$ cat src/rtl/dot_feeder_17.sv
// ============================================================================
// Module   : dot_feeder_17
// Purpose  : Upstream sequencer for one dot_channel_17. Accepts 36-element
//            input vectors, walks every (cs, phase) weight slice of a frame
//            in cs-major / phase-minor order, drives the channel load strobes,
//            captures each dot-product result and hands it out, tagged with
//            its cs/phase, through a one-entry valid/ready output register.
// Options  : DOT_FEEDER_TIMEOUT_EN - when defined, RUN is bounded by TIMEOUT
//            cycles; expiry raises a sticky err and skips the slice.
// Revision : 1.0 - initial release
// ============================================================================
`default_nettype none

// Element width normally comes from num_data.v; fall back to 16 bits.
`ifndef DATA_LEN
`define DATA_LEN 16
`endif

module dot_feeder_17 #(
  parameter int NUM_CS    = 16,
  parameter int NUM_PHASE = 8
`ifdef DOT_FEEDER_TIMEOUT_EN
  ,
  // Only meaningful when the timeout counter exists.
  parameter int TIMEOUT   = 64
`endif
) (
  input  logic                    clk,
  input  logic                    rst_n,
  input  logic                    start,
  input  logic                    s_valid,
  output logic                    s_ready,
  input  logic [36*`DATA_LEN-1:0] s_data,
  output logic                    dc_load,
  output logic                    ws_load,
  output logic [3:0]              cs,
  output logic [2:0]              phase,
  output logic [36*`DATA_LEN-1:0] d,
  input  logic                    dc_valid,
  input  logic [`DATA_LEN-1:0]    dc_q,
  output logic                    m_valid,
  input  logic                    m_ready,
  output logic [`DATA_LEN-1:0]    m_data,
  output logic [3:0]              m_cs,
  output logic [2:0]              m_phase,
  output logic                    busy,
  output logic                    frame_done,
  output logic                    err
);

  localparam int DW = `DATA_LEN;
  localparam int VW = 36 * DW;

  // Coordinates of the final slice of a frame.
  localparam logic [3:0] LAST_CS = 4'(NUM_CS - 1);
  localparam logic [2:0] LAST_PH = 3'(NUM_PHASE - 1);

  typedef enum logic [1:0] {
    S_IDLE    = 2'd0,
    S_WAIT_IN = 2'd1,
    S_RUN     = 2'd2,
    S_GAP     = 2'd3
  } state_t;

  state_t          state_q, state_d;
  logic [3:0]      cs_q, cs_d;
  logic [2:0]      phase_q, phase_d;
  logic [VW-1:0]   d_q, d_d;
  logic            dc_load_q, dc_load_d;
  logic            ws_load_q, ws_load_d;
  logic            m_valid_q, m_valid_d;
  logic [DW-1:0]   m_data_q, m_data_d;
  logic [3:0]      m_cs_q, m_cs_d;
  logic [2:0]      m_phase_q, m_phase_d;
  logic            busy_q, busy_d;
  logic            frame_done_q, frame_done_d;
  logic            err_q, err_d;
  logic            timeout_hit;
  logic            last_slice;

`ifdef DOT_FEEDER_TIMEOUT_EN
  localparam int CNT_W = $clog2(TIMEOUT + 1);

  logic [CNT_W-1:0] run_cnt_q, run_cnt_d;

  // RUN has lasted TIMEOUT cycles when the count reaches TIMEOUT-1.
  assign timeout_hit = (run_cnt_q == CNT_W'(TIMEOUT - 1));

  // Count RUN cycles; cleared while waiting for the next input vector.
  always_comb begin
    run_cnt_d = run_cnt_q;
    if (state_q == S_WAIT_IN) begin
      run_cnt_d = '0;
    end else if ((state_q == S_RUN) && !dc_valid && !timeout_hit) begin
      run_cnt_d = run_cnt_q + 1'b1;
    end
  end

  // RUN cycle counter register.
  always_ff @(posedge clk or negedge rst_n) begin
    if (!rst_n) begin
      run_cnt_q <= '0;
    end else begin
      run_cnt_q <= run_cnt_d;
    end
  end
`else
  // Without the counter RUN waits for the channel indefinitely.
  assign timeout_hit = 1'b0;
`endif

  assign last_slice = (cs_q == LAST_CS) && (phase_q == LAST_PH);

  // Next-state, slice sequencing, output-slot and input-handshake logic.
  always_comb begin
    state_d      = state_q;
    cs_d         = cs_q;
    phase_d      = phase_q;
    d_d          = d_q;
    dc_load_d    = dc_load_q;
    ws_load_d    = ws_load_q;
    m_data_d     = m_data_q;
    m_cs_d       = m_cs_q;
    m_phase_d    = m_phase_q;
    busy_d       = busy_q;
    err_d        = err_q;
    frame_done_d = 1'b0;
    s_ready      = 1'b0;
    // A consumed result frees the slot; a capture below may refill it.
    m_valid_d    = m_valid_q && !m_ready;

    case (state_q)
      S_IDLE: begin
        if (start) begin
          state_d = S_WAIT_IN;
          cs_d    = '0;
          phase_d = '0;
          busy_d  = 1'b1;
        end
      end

      S_WAIT_IN: begin
        // Only take a vector if its result will have somewhere to go.
        s_ready = !m_valid_q || m_ready;
        if (s_valid && s_ready) begin
          d_d       = s_data;
          dc_load_d = 1'b1;
          ws_load_d = 1'b1;
          state_d   = S_RUN;
        end
      end

      S_RUN: begin
        if (dc_valid) begin
          // Slot is known free: acceptance required it and nothing else fills it.
          m_data_d  = dc_q;
          m_cs_d    = cs_q;
          m_phase_d = phase_q;
          m_valid_d = 1'b1;
          dc_load_d = 1'b0;
          ws_load_d = 1'b0;
          state_d   = S_GAP;
        end else if (timeout_hit) begin
          err_d     = 1'b1;
          dc_load_d = 1'b0;
          ws_load_d = 1'b0;
          state_d   = S_GAP;
        end
      end

      S_GAP: begin
        // One cycle with loads low lets the channel clear its inner count.
        if (phase_q == LAST_PH) begin
          phase_d = '0;
          cs_d    = cs_q + 4'd1;
        end else begin
          phase_d = phase_q + 3'd1;
        end
        if (last_slice) begin
          frame_done_d = 1'b1;
          busy_d       = 1'b0;
          state_d      = S_IDLE;
        end else begin
          state_d = S_WAIT_IN;
        end
      end

      default: begin
        state_d = S_IDLE;
      end
    endcase
  end

  // State and output registers; reset abandons any frame in flight.
  always_ff @(posedge clk or negedge rst_n) begin
    if (!rst_n) begin
      state_q      <= S_IDLE;
      cs_q         <= '0;
      phase_q      <= '0;
      d_q          <= '0;
      dc_load_q    <= 1'b0;
      ws_load_q    <= 1'b0;
      m_valid_q    <= 1'b0;
      m_data_q     <= '0;
      m_cs_q       <= '0;
      m_phase_q    <= '0;
      busy_q       <= 1'b0;
      frame_done_q <= 1'b0;
      err_q        <= 1'b0;
    end else begin
      state_q      <= state_d;
      cs_q         <= cs_d;
      phase_q      <= phase_d;
      d_q          <= d_d;
      dc_load_q    <= dc_load_d;
      ws_load_q    <= ws_load_d;
      m_valid_q    <= m_valid_d;
      m_data_q     <= m_data_d;
      m_cs_q       <= m_cs_d;
      m_phase_q    <= m_phase_d;
      busy_q       <= busy_d;
      frame_done_q <= frame_done_d;
      err_q        <= err_d;
    end
  end

  assign cs         = cs_q;
  assign phase      = phase_q;
  assign d          = d_q;
  assign dc_load    = dc_load_q;
  assign ws_load    = ws_load_q;
  assign m_valid    = m_valid_q;
  assign m_data     = m_data_q;
  assign m_cs       = m_cs_q;
  assign m_phase    = m_phase_q;
  assign busy       = busy_q;
  assign frame_done = frame_done_q;
  assign err        = err_q;

endmodule

`default_nettype wire

$ cat config.mk
export PLATFORM = sky130hd
export DESIGN_NAME = dot_feeder_17
export DESIGN_NICKNAME = d
export VERILOG_FILES = /design/src/rtl/dot_feeder_17.sv
export SDC_FILE = /design/constraint.sdc
export NUM_CORES = 1
export LEC_CHECK = 0
export CORE_AREA = 2 2 477 479
export CTS_CLUSTER_DIAMETER = 80
export DETAILED_ROUTE_END_ITERATION = 8
export DIE_AREA = 0 0 479 481
export HOLD_SLACK_MARGIN = 0.1
export PLACE_DENSITY_LB_ADDON = 0.08
export RECOVER_POWER = 100
export SETUP_SLACK_MARGIN = 0.05
export SLEW_MARGIN = 20
export SYNTH_ARGS = -nofsm -noshare
export SYNTH_HDL_FRONTEND = slang
export SYNTH_SLANG_ARGS = --single-unit
$ cat constraint.sdc
create_clock -name clk -period 2.38 [get_ports clk]
set_clock_uncertainty 0.15 [all_clocks]
set_input_delay 0.476 -clock clk [delete_from_list [all_inputs] [get_ports clk]]
set_output_delay 0.476 -clock clk [all_outputs]
set_load 0.02 [all_outputs]
==> run summary, run 1 <==
=========================================================================================
Endpoint required time on the critical path                                       2.81 ns
Max frequency                                                                   0.439 GHz
Rows                                                                                  175
Register clock-pin slew on the reported worst setup and hold paths                0.06 ns
Start-to-end type of the worst setup path                                      reg -> reg
# nets final                                                                         3276
Most frequent CP cell                                                              buf_12
Top-level port count                                                                 1211
I/O Buffers                                                                          1209
Antenna violations before repair                                                       76
Unique masters post-synth                                                              32
Maximum number of pins on one net before global-route repair                           80
Family with the most delay on the worst path                                 buffers and inverters
Met2 wire len                                                                    66300 um
Number of buffers on the longest clock path                                             3
Status                                                                       complete, no violations
RSZ-0062 raised after global routing                                                 true
TritonCTS clock tree                                                                built
Gp weighted congestion                                                              0.771
Floorplan die width                                                                479 um
Cell-by-cell listing of the critical path                                    inv_2, ha_4, and3_1, buf_12, buf_12, buf_4, mux2_1
Remaining DRCs                                                                          0
Number of cells produced by synthesis                                                1339
Total iterations of the first detailed-routing run                                      4
Worst-case hold slack                                                            0.196 ns
Max-slew headroom                                                                   13.3%
Proportion of synthesized chip area in sequential cells                             59.7%
TritonCTS Buffers                                                                      95
WP data arrival                                                                   2.70 ns
Count of routing violations after the opening detailed-route iteration                452
Share of final-layout standard cells stronger than drive strength 1                 14.2%
Wire length of the first global-routing pass                                    178000 um
Shortest clock period the worst path allows after layout                          2.28 ns
Utilization after layout                                                            18.5%
Detailed-route via count                                                            17200
Worst slew pin tran                                                               1.30 ns
VDD IR max                                                                       0.533 mV
Detail-routed net length per standard cell                                        22.8 um
Stage delay of the slowest cell on the critical path                              0.39 ns
Most frequent cells in the layout                                            610 x dfrtp_1, 596 x clkdlybuf4s50_1, 583 x dlygate4sd2_1
Count of maximum capacitance violations                                                 0
Highest routed layer                                                                 met5
Number of placed instances, taps included                                            5566
Effective utilization at floorplan                                                  11.4%
Cell at the root of the clock tree                                              clkbuf_16
Kind of end point of the critical path                                               flop
Post-route insts no fill                                                             5776
Proportion of register bits with asynchronous set or reset after synthesis           100%
Most common cell after layout, fill and taps aside                                dfrtp_1
Overall routing resource usage                                                      11.2%
Tcrit/Tclk final                                                                    95.6%
Final Hold Violating Endpoints                                                          0
Register bit total from synthesis                                                     612
Syn nets                                                                             1945
H-tree lvl count                                                                        3
Number of pins with negative max-slew slack in the final report                         0
CTS sink count                                                                        612
Area enclosed by the die boundary                                              0.230 mm^2
Path category of the worst min-delay check                                      in -> reg
Flip-flop cell with the highest count after synthesis                             dfrtp_1
Post-route ant nets                                                                     0
Later-pin clock latency in the skew report                                        0.73 ns
Height of the die                                                                  481 um
Synthesized area divided by synthesized cell count                              19.2 um^2
Area inside the core boundary                                                  0.226 mm^2
HPWL after detailed placement                                                   108000 um
Power Dens Cells                                                             1400 mW/mm^2
Gr ovfl total                                                                           0
Ys Warns                                                                                0
Count of final setup violators                                                          0
P&R area growth vs syn                                                              63.2%
Fill cell total of the finished layout                                              24900
Worst-path cell with the longest stage delay                                      dfrtp_1
Number of vias per cell after detailed routing                                       2.97
Via count of the first global-routing pass                                          19400
Worst-path fanout max                                                                  19
Leak                                                                              17.8 nW
Cell area after technology mapping                                            0.0256 mm^2
Count of flip-flops with a built-in enable after synthesis                              0
Met3 Routed Length                                                               14500 um
Met1 wire length                                                                 47400 um
Total wire length                                                               132000 um
Element type at the critical path start                                              flop
Worst path bufs/invs                                                                    4
=========================================================================================
-- area by class of cell --
| cell class | instances | area, um^2 | area share [%] |
|---|---|---|---|
| antenna | 19 | 47.5 | 0.114 |
| clock buffer | 138 | 2790 | 6.67 |
| clock inverter | 37 | 414 | 0.989 |
| inverter | 5 | 18.8 | 0.0448 |
| multi-input combinational | 653 | 7460 | 17.8 |
| sequential | 612 | 15300 | 36.6 |
| tap | 3009 | 3760 | 8.99 |
| timing repair buffer | 1303 | 12000 | 28.8 |
-- kinds of logic after synthesis --
group / count (synthesis) / synth area share (%)
AOI/OAI and AO/OA: 22 / 0.551
adders and majority gates: 8 / 0.390
buffers and inverters: 74 / 4.78
DFF: 612 / 59.7
muxes: 600 / 34.1
other: 1 / 0.0146
and+or+nand+nor: 22 / 0.468
-- state kept, by name, indices dropped and copies added (netlist names), 2 cells and up --
name and cells:
d 576, m_data 16, cs 4, m_cs 4
m_phase 3, phase 3, state_q 2
-- repair_timing --
action,in CTS,in global routing
setup endpoints to repair,657,5
endpoints found under the hold margin,603,0
resized for setup,675,4
hold buffers,12,0
cloned,0,0
buffers inserted,3,1
-- metal layers --
layer  GRT usage, %  vias to the layer above
met4           2.56                       60
met2           19.8                      839
li1               -                     7465
met3           5.56                      213
met5              0                        -
met1           11.9                     8577
-- metrics by stage --
step	power (mW)	area (um^2)	worst slack [ns]	TNS [ns]
final	58.6	41900	0.104	0
after global placement	53.6	41400	-0.260	-52.44
after detailed placement	53.6	41400	-0.246	-57.88
after global routing	62.1	41800	0.0220	0
after CTS	65.2	44100	0.0379	0
after floorplan	36.3	25600	0.497	0
-- worst reg2reg max path: cells and delay by family (launching register included) --
| family | cells | cell delay, ns |
|---|---|---|
| AND/OR/NAND/NOR | 1 | 0.29 |
| adder cells (fa/ha/maj) | 1 | 0.15 |
| multiplexers | 1 | 0.39 |
| buffers and inverters | 4 | 0.76 |
| flip-flops | 1 | 0.39 |
-- synthesized netlist by cell type, types with 2 or more instances --
cell / number / area (um^2)
a22o_1: 2 / 17.5
mux2_2: 70 / 788
nand3_1: 2 / 10.0
buf_2: 6 / 30.0
a32o_1: 2 / 20.0
nand4_1: 2 / 12.5
dfrtp_1: 612 / 15300
buf_4: 2 / 15.0
nor2b_1: 2 / 12.5
buf_12: 55 / 1100
ha_1: 8 / 100
mux2_4: 529 / 7940
buf_6: 5 / 56.3
nor2_1: 3 / 11.3
a21oi_1: 4 / 20.0
o21ai_0: 8 / 40.0
inv_1: 5 / 18.8
nand2_1: 7 / 26.3
nor3_1: 2 / 10.0
-- path summary, 6_finish.rpt --
path / depth (start not counted) / startpoint / slack (ns) / endpoint
min in group asynchronous: 3 / rst_n / 0.29 / d[495]
max reg2reg: 7 / state_q[1] / 0.10 / d[447]
min reg2reg: 1 / d[359] / 0.33 / d[359]
min: 2 / s_data[98] / 0.20 / d[98]
max in group asynchronous: 4 / rst_n / 0.27 / d[436]
max: 7 / state_q[1] / 0.10 / d[447]
-- power by group --
part	internal, mW	leakage [nW]	total, mW	switching, mW
registers	15.7	7.28	18.8	3.11
logic	10.5	8.97	25.4	14.8
clock network	8.68	1.58	14.4	5.69
(Power assumes the default switching activity.)
==> run 2: changes to the inputs <==
- CTS_CLUSTER_SIZE: default -> 25
==> run 2 against run 1 <==
- cell count decreased by 0.81%
- cell area decreased by 1.3%
- critical path depth unchanged
- count of clock-buffer cells in the layout decreased by 51
- highest routed layer unchanged
- worst setup slack improved by 0.0079 ns
- critical path type unchanged
- sequential share of layout area increased by 0.49 points
==> run summary, run 2 (synthesized netlist as in run 1, its figures left out) <==
=====================================================================================
Status                                                                   complete, no violations
Number of vias per cell after detailed routing                                   2.96
Reg area                                                                  0.0153 mm^2
Cell at the root of the clock tree                                          clkbuf_16
Kind of end point of the critical path                                           flop
Rows                                                                              175
Slack of the worst reg-to-reg path                                            0.11 ns
Remaining DRCs                                                                      0
Maximum number of pins on one net before global-route repair                       80
Final setup margin                                                           0.112 ns
Worst-case hold slack                                                        0.214 ns
RSZ-0062 raised after global routing                                            false
Worst r2r dst                                                                  d[479]
Post-route ant nets                                                                 0
Utilization after layout                                                        18.3%
Worst-path fanout max                                                              15
Effective utilization at floorplan                                              11.4%
Count of routing violations after the opening detailed-route iteration            471
Top-level port count                                                             1211
VDD IR max                                                                   0.530 mV
Shortest clock period the worst path allows after layout                      2.27 ns
P&R area growth vs syn                                                          61.1%
Leak                                                                          17.5 nW
Most frequent cells in the layout                                        610 x dfrtp_1, 596 x clkdlybuf4s50_1, 585 x dlygate4sd2_1
Register clock-pin slew on the reported worst setup and hold paths            0.07 ns
Final Hold Violating Endpoints                                                      0
Pre-CTS worst setup slack                                                   -0.246 ns
Max FFs per register                                                              576
Via count of the first global-routing pass                                      19200
Max frequency                                                               0.441 GHz
Floorplan die width                                                            479 um
Count of final setup violators                                                      0
I/O Buffers                                                                      1209
Count of maximum capacitance violations                                             0
TritonCTS Buffers                                                                  79
Element type at the critical path start                                          flop
Fill cell total of the finished layout                                          25000
Area inside the core boundary                                              0.226 mm^2
Worst slew pin tran                                                           1.21 ns
Area enclosed by the die boundary                                          0.230 mm^2
Max-slew headroom                                                               19.1%
Detailed-route via count                                                        17000
Path category of the worst min-delay check                                  in -> reg
Height of the die                                                              481 um
Overall routing resource usage                                                  11.2%
CTS sink count                                                                    612
H-tree lvl count                                                                    3
Endpoint required time on the critical path                                   2.78 ns
Power Dens Cells                                                         1380 mW/mm^2
Area of the multi-input gates                                            0.00741 mm^2
WP data arrival                                                               2.67 ns
Worst Hold Path Cells                                                               2
HPWL after detailed placement                                               108000 um
Detail-routed net length per standard cell                                    22.9 um
Total iterations of the first detailed-routing run                                  4
Share of final-layout standard cells stronger than drive strength 1             13.4%
Most common cell after layout, fill and taps aside                            dfrtp_1
Later-pin clock latency in the skew report                                    0.71 ns
Antenna violations before repair                                                   73
Total wire length                                                           131000 um
Start-to-end type of the worst setup path                                  reg -> reg
Gr ovfl total                                                                       0
Worst Setup SP                                                             state_q[1]
Tcrit/Tclk final                                                                95.3%
Cell count of the worst reg-to-reg path                                             7
Crit path capture                                                              d[479]
Gp weighted congestion                                                          0.771
Wire length of the first global-routing pass                                177000 um
Number of pins with negative max-slew slack in the final report                     0
Number of buffers on the longest clock path                                         3
Critical register-to-register path startpoint                              state_q[1]
# nets final                                                                     3249
TritonCTS clock tree                                                            built
=====================================================================================
run 2: cell types whose count changed in the layout (fill, tap and decap cells not counted), sizes merged:
| cell | before | now |
|---|---|---|
| clkdlybuf4s15 | 4 | 2 |
| clkbuf | 208 | 155 |
| buf | 35 | 36 |
| clkinvlp | 2 | 5 |
| clkinv | 25 | 24 |
| dlygate4sd3 | 12 | 2 |
| diode | 19 | 15 |
| dlygate4sd2 | 583 | 585 |
| inv | 10 | 25 |
| bufinv | 5 | 7 |
run 2: stage by stage:
stage	power [mW]	cells	setup TNS (ns)	cell area [um^2]
after floorplan	36.3	1339	0	25600
after global placement	53.6	5566	-52.44	41400
after detailed placement	53.6	5566	-57.88	41400
after CTS	63.8	5714	0	43500
after global routing	60.6	5715	0	41300
final	57.1	5729	0	41300
run 2: area by class of cell:
| type | count | share of cell area, % |
|---|---|---|
| diodes | 15 | 0.0909 |
| clock buffers | 87 | 5.01 |
| clock inverters | 56 | 1.70 |
| inverters | 5 | 0.0454 |
| multi-input cells | 653 | 17.9 |
| flip-flops and latches | 612 | 37.1 |
| well taps | 3009 | 9.11 |
| repair buffers | 1292 | 29.0 |
run 2: worst max-delay path, stage by stage (launching register included):
cell and delay (ns):
dfrtp_1 0.38, inv_1 0.11, ha_4 0.16, and3_1 0.29
buf_12 0.18, buf_12 0.15, buf_4 0.28, mux2_1 0.36
run 2: worst min path at each step:
stage / start / slack, ns / to
global placement: rst_n / 0.24 / d[341]
detailed placement: rst_n / 0.24 / d[341]
floorplan: rst_n / 0.03 / busy
global route: s_data[259] / 0.15 / d[259]
finish: s_data[136] / 0.21 / d[136]
CTS: s_data[281] / 0.10 / d[281]
run 2: report_power, final:
group	switching, mW	internal, mW
Combinational	14.8	10.5
Sequential	3.08	15.7
Clock	5.79	7.27
run 2: layer usage:
metal | share of wire, % | GRT usage [%] | vias to the layer above
li1 | - | - | 7395
met3 | 11 | 5.30 | 194
met1 | 36 | 11.9 | 8472
met2 | 50 | 19.5 | 834
met4 | 2.6 | 3.10 | 58
met5 | 0.28 | 0 | -
run 2: repair_timing:
item	CTS	global route
hold buffers	2	0
cloned	0	0
endpoints found under the setup margin	648	2
pin swaps	0	0
buffers inserted	3	0
hold endpoints to repair	577	0
resized for setup	663	2
==> run 3: changes to the inputs <==
- GPL_ROUTABILITY_DRIVEN: default -> 0
==> results of run 3 <==
Final layout, timing and power as in run 2 (identical DEF).
